### src/rtl/micro86_pkg.sv
// Shared encodings for the micro86 execute stage: ALU ops, FLAGS bit positions,
// carry ops, Jcc condition nibbles and the FLAGS reset value.
package micro86_pkg;

  typedef enum logic [2:0] {
    OP_ADD = 3'd0,
    OP_ADC = 3'd1,
    OP_SUB = 3'd2,
    OP_SBB = 3'd3,
    OP_AND = 3'd4,
    OP_XOR = 3'd5,
    OP_OR  = 3'd6,
    OP_CMP = 3'd7
  } alu_op_e;

  typedef enum logic [1:0] {
    CARRY_NONE = 2'd0,
    CARRY_CLC  = 2'd1,
    CARRY_STC  = 2'd2,
    CARRY_CMC  = 2'd3
  } carry_op_e;

  typedef enum logic [3:0] {
    COND_B  = 4'h2,
    COND_AE = 4'h3,
    COND_E  = 4'h4,
    COND_NE = 4'h5,
    COND_BE = 4'h6,
    COND_A  = 4'h7,
    COND_S  = 4'h8,
    COND_NS = 4'h9,
    COND_P  = 4'hA,
    COND_NP = 4'hB
  } cond_e;

  localparam int FLAG_CF = 0;
  localparam int FLAG_PF = 2;
  localparam int FLAG_AF = 4;
  localparam int FLAG_ZF = 6;
  localparam int FLAG_SF = 7;

  localparam logic [7:0] FLAGS_RESET = 8'h02;

  // Only the architecturally writable FLAGS bits are held in state.
  typedef struct packed {
    logic sf;
    logic zf;
    logic af;
    logic pf;
    logic cf;
  } flag_bits_t;

  typedef struct packed {
    logic [2:0] dest;
    logic [7:0] data;
  } wb_entry_t;

  function automatic logic even_parity(input logic [7:0] v);
    return ~^v;
  endfunction

  function automatic logic is_arith(input logic [2:0] op);
    return (op <= OP_SBB) || (op == OP_CMP);
  endfunction

endpackage

### src/rtl/alu_flag_calc.sv
// Combinational next-flags from an ALU result and its operands; zero latency.
// No backpressure; PF honours PARITY_FLAG_EN (tied 0 when undefined).
module alu_flag_calc
  import micro86_pkg::*;
(
  input  logic [2:0]  command,
  input  logic [8:0]  result,
  input  logic [7:0]  data_0,
  input  logic [7:0]  data_1,
  output flag_bits_t  flags
);

  logic arith;
  logic unused_operand_bits;

  always_comb begin
    arith    = is_arith(command);
    flags.cf = arith & result[8];
    flags.zf = (result[7:0] == 8'h00);
    flags.sf = result[7];
    // AF is the carry into bit 4, recovered from the operand/result bit-4 difference.
    flags.af = arith & (result[4] ^ data_0[4] ^ data_1[4]);
`ifdef PARITY_FLAG_EN
    flags.pf = even_parity(result[7:0]);
`else
    flags.pf = 1'b0;
`endif
  end

  assign unused_operand_bits = ^{data_0[7:5], data_0[3:0], data_1[7:5], data_1[3:0]};

endmodule

### src/rtl/alu_writeback.sv
// ALU writeback/FLAGS stage (PARITY_FLAG_EN enables PF); 1-cycle accept-to-writeback, cond_true combinational.
// Single-entry writeback buffer: in_ready = !wb_valid || wb_ready, entry held stable while stalled.
module alu_writeback
  import micro86_pkg::*;
(
  input  logic        clk,
  input  logic        reset,
  input  logic        in_valid,
  output logic        in_ready,
  input  logic [2:0]  in_command,
  input  logic [8:0]  in_result,
  input  logic [7:0]  in_data_0,
  input  logic [7:0]  in_data_1,
  input  logic [2:0]  in_dest,
  output logic        wb_valid,
  input  logic        wb_ready,
  output logic [2:0]  wb_dest,
  output logic [7:0]  wb_data,
  output logic [7:0]  flags,
  input  logic        flag_load,
  input  logic [7:0]  flag_load_data,
  input  logic [1:0]  carry_op,
  input  logic [3:0]  cond,
  output logic        cond_true
);

  flag_bits_t flags_q;
  flag_bits_t flags_d;
  flag_bits_t alu_flags;
  wb_entry_t  wb_q;
  logic       accept;
  logic       unused_load_bits;

  alu_flag_calc u_flag_calc (
    .command (in_command),
    .result  (in_result),
    .data_0  (in_data_0),
    .data_1  (in_data_1),
    .flags   (alu_flags)
  );

  assign in_ready = !wb_valid || wb_ready;
  assign accept   = in_valid && in_ready;
  assign wb_dest  = wb_q.dest;
  assign wb_data  = wb_q.data;

  always_comb begin
    flags_d = flags_q;
    if (flag_load) begin
      flags_d.cf = flag_load_data[FLAG_CF];
      flags_d.pf = flag_load_data[FLAG_PF];
      flags_d.af = flag_load_data[FLAG_AF];
      flags_d.zf = flag_load_data[FLAG_ZF];
      flags_d.sf = flag_load_data[FLAG_SF];
    end else if (accept) begin
      flags_d = alu_flags;
    end else begin
      case (carry_op)
        CARRY_CLC: flags_d.cf = 1'b0;
        CARRY_STC: flags_d.cf = 1'b1;
        CARRY_CMC: flags_d.cf = ~flags_q.cf;
        default:   flags_d.cf = flags_q.cf;
      endcase
    end
`ifndef PARITY_FLAG_EN
    flags_d.pf = 1'b0;
`endif
  end

  always_ff @(posedge clk or posedge reset) begin
    if (reset) begin
      flags_q  <= '0;
      wb_valid <= 1'b0;
      wb_q     <= '0;
    end else begin
      flags_q <= flags_d;
      if (accept && (in_command != OP_CMP)) begin
        wb_valid  <= 1'b1;
        wb_q.dest <= in_dest;
        wb_q.data <= in_result[7:0];
      end else if (wb_ready) begin
        wb_valid <= 1'b0;
      end
    end
  end

  always_comb begin
    flags          = FLAGS_RESET;
    flags[FLAG_CF] = flags_q.cf;
    flags[FLAG_PF] = flags_q.pf;
    flags[FLAG_AF] = flags_q.af;
    flags[FLAG_ZF] = flags_q.zf;
    flags[FLAG_SF] = flags_q.sf;
  end

  // OF is not tracked, so the overflow/signed conditions evaluate false.
  always_comb begin
    cond_true = 1'b0;
    case (cond)
      COND_B:  cond_true = flags_q.cf;
      COND_AE: cond_true = ~flags_q.cf;
      COND_E:  cond_true = flags_q.zf;
      COND_NE: cond_true = ~flags_q.zf;
      COND_BE: cond_true = flags_q.cf | flags_q.zf;
      COND_A:  cond_true = ~(flags_q.cf | flags_q.zf);
      COND_S:  cond_true = flags_q.sf;
      COND_NS: cond_true = ~flags_q.sf;
`ifdef PARITY_FLAG_EN
      COND_P:  cond_true = flags_q.pf;
      COND_NP: cond_true = ~flags_q.pf;
`else
      COND_P:  cond_true = 1'b0;
      COND_NP: cond_true = 1'b1;
`endif
      default: cond_true = 1'b0;
    endcase
  end

`ifdef PARITY_FLAG_EN
  assign unused_load_bits = ^{flag_load_data[5], flag_load_data[3], flag_load_data[1]};
`else
  assign unused_load_bits = ^{flag_load_data[5], flag_load_data[3], flag_load_data[2], flag_load_data[1]};
`endif

endmodule

### config.mk
export PLATFORM = sky130hd
export DESIGN_NAME = alu_writeback
export DESIGN_NICKNAME = d
export VERILOG_FILES = /design/src/rtl/micro86_pkg.sv /design/src/rtl/alu_flag_calc.sv /design/src/rtl/alu_writeback.sv
export SDC_FILE = /design/constraint.sdc
export NUM_CORES = 1
export LEC_CHECK = 0
export CAP_MARGIN = 10
export CORE_UTILIZATION = 32
export DETAILED_ROUTE_END_ITERATION = 16
export HOLD_SLACK_MARGIN = 0.03
export PLACE_DENSITY = 0.79
export SYNTH_ARGS = -nofsm -noshare
export SYNTH_HDL_FRONTEND = slang
export SYNTH_SLANG_ARGS = --single-unit
### constraint.sdc
create_clock -name clk -period 1.7 [get_ports clk]
set_input_delay 0.425 -clock clk [delete_from_list [all_inputs] [get_ports clk]]
set_output_delay 0.425 -clock clk [all_outputs]
set_load 0.1 [all_outputs]
; ---- Word level (Yosys, flattened, before mapping)
; Cells that the tools add are included.
[classes]
n_lt_le_gt_ge = 1
n_eq_ne = 14
n_mux = 7
bitwise_logic = 9
reduce_logical = 9
[op_table]
columns = cell, n
row1 = $eq 4x3->1 const B, 4
row2 = $eq 4x4->1 const B, 3
row3 = $pmux 1 s9, 1
row4 = $eq 4x2->1 const B, 2
row5 = $logic_not 8->1, 1
row6 = $mux 5, 1
row7 = $reduce_bool 5->1, 1
row8 = $eq 2x2->1 const B, 2
row9 = $mux 4, 1
row10 = $not 1->1, 4
row11 = $reduce_bool 2->1, 2
row12 = $eq 3x3->1 const B, 1
row13 = $le 3x2->1 const B, 1
row14 = $mux 1, 3
row15 = $ne 3x3->1 const B, 1
row16 = $pmux 1 s3, 1
row17 = $and 1x1->1, 2
row18 = $eq 2x1->1 const B, 1
row19 = $logic_and 1x1->1, 2
row20 = $logic_or 1x1->1, 2
row21 = $xor 1x1->1, 2
row22 = $logic_not 1->1, 1
row23 = $or 1x1->1, 1
[totals]
register_bits = 16
word_cells = 47

; ---- Logic depth before layout (Yosys ltp)
; Gate-level depths: netlist (run 1).
[depth]
depth_word = 5
depth_mapped = 6
depth_no_buf = 6

; ---- Cells and area by module
; Synthesis (run 1) repeated with hierarchy kept, for this count alone.
[hier_totals]
cells_unflattened = 79
hier_area_um2 = 932.1
[modules_own_cells]
columns = mod, n_inst, cells_per_inst, area_per_inst_um2, seq_area_each_um2
row1 = alu_writeback, 1, 69, 854.6, 400.4
row2 = alu_flag_calc, 1, 10, 77.6, 0.0

; ---- Least setup slack after synthesis (run 1)
; Ideal clock, no wire load.
[synth_path]
path_type = register to output
startpoint = register flags_q, in the netlist flags[0]
endpoint = output cond_true
t_arrival_ns = 2.764
setup_slack_ns = -1.489
stages_incl_launch_ff = 5
path_buffers = 0
cell_sequence = dfrtp_1 nand2_1 a21oi_1 nor3_1 a21oi_1
[synth_via]
elab_chain_cells = 3
elab_cells_between_ends = 4
[synth_rtl]
columns = item, line_no
row1 = from (decl), alu_writeback.sv:27  ; flag_bits_t flags_q;
row2 = from (signal assigned), alu_writeback.sv:76  ; flags_q <= flags_d;
row3 = $or 1x1->1, "alu_writeback.sv:104, alu_writeback.sv:105"
row4 = $not 1->1, alu_writeback.sv:105  ; COND_A: cond_true = ~(flags_q.cf | flags_q.zf);
row5 = $pmux 1 s9 *, alu_writeback.sv:99  ; case (cond)
row6 = to (decl), alu_writeback.sv:24  ; output logic cond_true
; Mark *: on every way between the ends. The rest lies on a longest branch, timed or not.

; ---- Final worst setup path (run 1)
[layout_path]
startpoint = input cond[1]
endpoint = output cond_true
[layout_via]
elab_chain_cells = 2
elab_cells_between_ends = 10
[layout_rtl]
columns = item, line_no
row1 = from (decl), alu_writeback.sv:23  ; input logic [3:0] cond,
row2 = "$eq 4x4->1, or another cell as far along", alu_writeback.sv:99
row3 = $pmux 1 s9 *, alu_writeback.sv:99
; Marked as above.

==> impl_metrics.ini, run 1 <==
[run_status]
status = complete, but fails checks
violations = negative setup slack

[flow_run]
maxCapViolCount = 0

[drt]
drtPass1Iterations = 2
drc = 0
routed_via_density = 4.77
drt_iter0_markers = 9
post_drt_wl_per_cell_um = 13.1
ant_nets = 0
wirelength_mm = 2.20
num_vias = 796

[timing]
period_needed_ns = 1.87
finalMaxSlewViolations = 0
finalCritPeriodShare_pct = 110
tightest_slew_ns = 0.599
rsz0062_at_grt = true
hold_violations = 0
skew_ns = 0.00539
setup_ws_ns = -0.173
max_slew_margin_pct = 60.0
setup_violations = 1
fmax_mhz = 534

[clocking]
cts-root-buf = clkbuf_4
cts_hold_repair.buffers = 0
cts_tree = yes
numCtsBuffers = 3
cts.sinks = 16
clkTransAtPathRegs_ns = 0.10
clk_path_buf_depth = 2
clock_latency_ns = 0.29
h-tree-depth = 1

[synthesis]
synthSimpleGateAreaFrac_pct = 12.8
netlist_instances = 81
ys_ff_latch = 16
ys_seq_area_share_pct = 44.7
syn_area_um2 = 896
yosysWarnings = 0
syn_avg_cell_area_um2 = 11.1
yosys.cell_types.count = 31
synth-adder-area-share_pct = 2.79
synthMuxAreaShare_pct = 18.7
synth_compound_area_share_pct = 11.0
synth_xor_area_share_pct = 1.96
synth_top_family_by_area = multiplexers

[floorplanning]
coreArea_um2 = 2570
start_util_pct = 34.9
io_pins = 72
die_h_um = 54.9
die_x_um = 54.9
die_area_um2 = 3020
fp-row-count = 18

[global_route]
grt_pass1_wl_mm = 3.40
grt_pass1_vias = 809
grt-ovfl-total = 0
grt_max_degree = 17
grtUsageTotal_pct = 16.2
antenna_found_initial = 0

[finish]
antenna_cells = 0
finalInstanceArea_um2 = 1730
finish.utilization_pct = 67.2
area.growth.synth_to_final_pct = 92.6
fillers = 179
layout-drive-gt1-share_pct = 42.3
layout.nets = 190

[critical_path]
cp_max_fo = 3
arrival_ns = 1.45
start_kind = primary input
worst-setup-path-type = primary input to output pin
endpoint_kind = output pin
required_ns = 1.27

[place]
port_buffers = 49
dp_hpwl_mm = 1.79
gp_congestion = 0.757
placed_cell_area_um2 = 1640

[power]
powerDensity_nw_per_um2 = 1060
peakVddDrop_v = 0.00107
power_leakage_uw = 0.000775

[min_path]
min_path_type = primary input to asynchronous set/reset pin
## synthesized netlist by cell type
cell | number | share of area [%]
nor2_1 | 1 | 0.42
mux2i_1 | 1 | 1.1
clkbuf_1 | 1 | 0.42
nand2b_4 | 1 | 1.5
o211ai_1 | 1 | 0.84
nand3_1 | 1 | 0.56
buf_6 | 1 | 1.3
o21ai_0 | 5 | 2.8
a21o_1 | 1 | 0.84
ha_1 | 2 | 2.8
nor2b_1 | 1 | 0.70
conb_1 | 2 | 0.84
nor4b_1 | 1 | 0.98
a31oi_1 | 1 | 0.70
inv_1 | 5 | 2.1
o31ai_1 | 1 | 0.84
dfrtp_1 | 16 | 45
nand2_1 | 9 | 3.8
nand4_1 | 1 | 0.70
mux2_2 | 2 | 2.5
buf_4 | 4 | 3.4
a21oi_1 | 3 | 1.7
xnor2_1 | 2 | 2.0
mux2_4 | 9 | 15
nand2_4 | 1 | 1.3
a21boi_0 | 2 | 1.7
nor3_1 | 1 | 0.56
a32oi_1 | 1 | 0.98
and2_4 | 1 | 0.98
nor4_1 | 2 | 1.4
o22ai_1 | 1 | 0.70
## power breakdown
| group | switching, uW | internal, uW |
|---|---|---|
| logic | 645 | 419 |
| clock network | 123 | 130 |
| registers | 71.3 | 445 |
## repair_timing
item | 4_1_cts | 5_1_grt
endpoints found under the hold margin | 0 | 0
endpoints found under the setup margin | 2 | 1
buffers inserted | 3 | 0
pin swaps | 2 | 4
gates resized for setup | 9 | 10
## flip-flops by register name (all words and copies together) (netlist names)
signal and flops:
flags 4, wb_data 8, wb_dest 3, wb_valid 1
## metrics by stage
step	TNS [ns]	total power [uW]	setup slack, ns	cells	hold slack (ns)
6_report	-0.173	1830	-0.173	167	0.494
3_5_place_dp	-1.27	1570	-0.438	161	0.560
5_1_grt	-0.210	1900	-0.210	167	0.541
3_3_place_gp	-1.13	1560	-0.348	161	0.558
4_1_cts	-0.199	1830	-0.199	167	0.513
2_1_floorplan	-0.963	1150	-0.218	83	0.339
## cells in the final DEF (no fill, tap or decap), types with 2 or more instances in the layout
cell type / instances
dfrtp_1: 12
nor4_1: 2
nand2_4: 2
dfrtp_4: 4
clkbuf_4: 3
clkdlybuf4s50_1: 28
a21oi_4: 2
a21boi_0: 2
ha_1: 2
inv_1: 4
nand2_1: 7
o21ai_2: 2
o21ai_0: 3
buf_12: 18
buf_4: 7
mux2_4: 9
conb_1: 4
xnor2_1: 2
mux2_2: 2
## worst paths after layout
check / slack, ns / cells after the start / start / end
max: -0.17 / 6 / cond[1] / cond_true
min: 0.49 / 2 / reset / flags[4]
max reg2reg: 0.33 / 4 / wb_valid / wb_data[0]
min reg2reg: 0.59 / 1 / wb_data[0] / wb_data[0]
max in group asynchronous: 0.76 / 2 / reset / wb_valid
min in group clk: 0.59 / 1 / wb_data[0] / wb_data[0]
## layer usage
layer	vias up	track usage (%)	share of wire, %
met2	37	28.1	52
li1	387	-	-
met3	0	7.38	8.9
met1	372	18.0	39
met4	0	3.75	0
met5	-	0	0
## worst max-delay path, cell delays in order
cell,delay (ns)
dlygate4sd2_1,0.34
nor2_1,0.10
o21ai_2,0.06
o211ai_1,0.14
a21oi_4,0.18
buf_12,0.19
## logic make-up (layout without fill, tap and decap cells)
| kind of cell | Yosys count | after routing |
|---|---|---|
| AND/OR/NAND/NOR | 20 | 20 |
| adder cells (fa/ha/maj) | 2 | 2 |
| flip-flops | 16 | 16 |
| buffers and inverters | 11 | 65 |
| other | 2 | 4 |
| AO/OA/AOI/OAI | 16 | 16 |
| XOR/XNOR | 2 | 2 |
| multiplexers | 12 | 12 |
## layout make-up
| cell class | instances | area [um2] | share of cell area [%] |
|---|---|---|---|
| clock buffer | 4 | 36.3 | 2.10 |
| inverter | 5 | 18.8 | 1.09 |
| sequential | 16 | 415 | 24.1 |
| timing repair buffer | 56 | 712 | 41.3 |
| multi-input combinational | 56 | 505 | 29.3 |
| tap | 30 | 37.5 | 2.18 |
No activity file was read; power rests on OpenSTA's default activity.
==> inputs of run 2 (changes only) <==
- CTS_CLUSTER_DIAMETER: unset -> 200
==> results of run 2 <==
No change in the layout: final DEF, timing and power equal those of run 1.
==> inputs of run 3 (changes only) <==
- CTS_CLUSTER_DIAMETER: 200 -> unset
- HOLD_SLACK_MARGIN: 0.03 -> 0.06
==> results of run 3 <==
No change in the layout: final DEF, timing and power equal those of run 1.
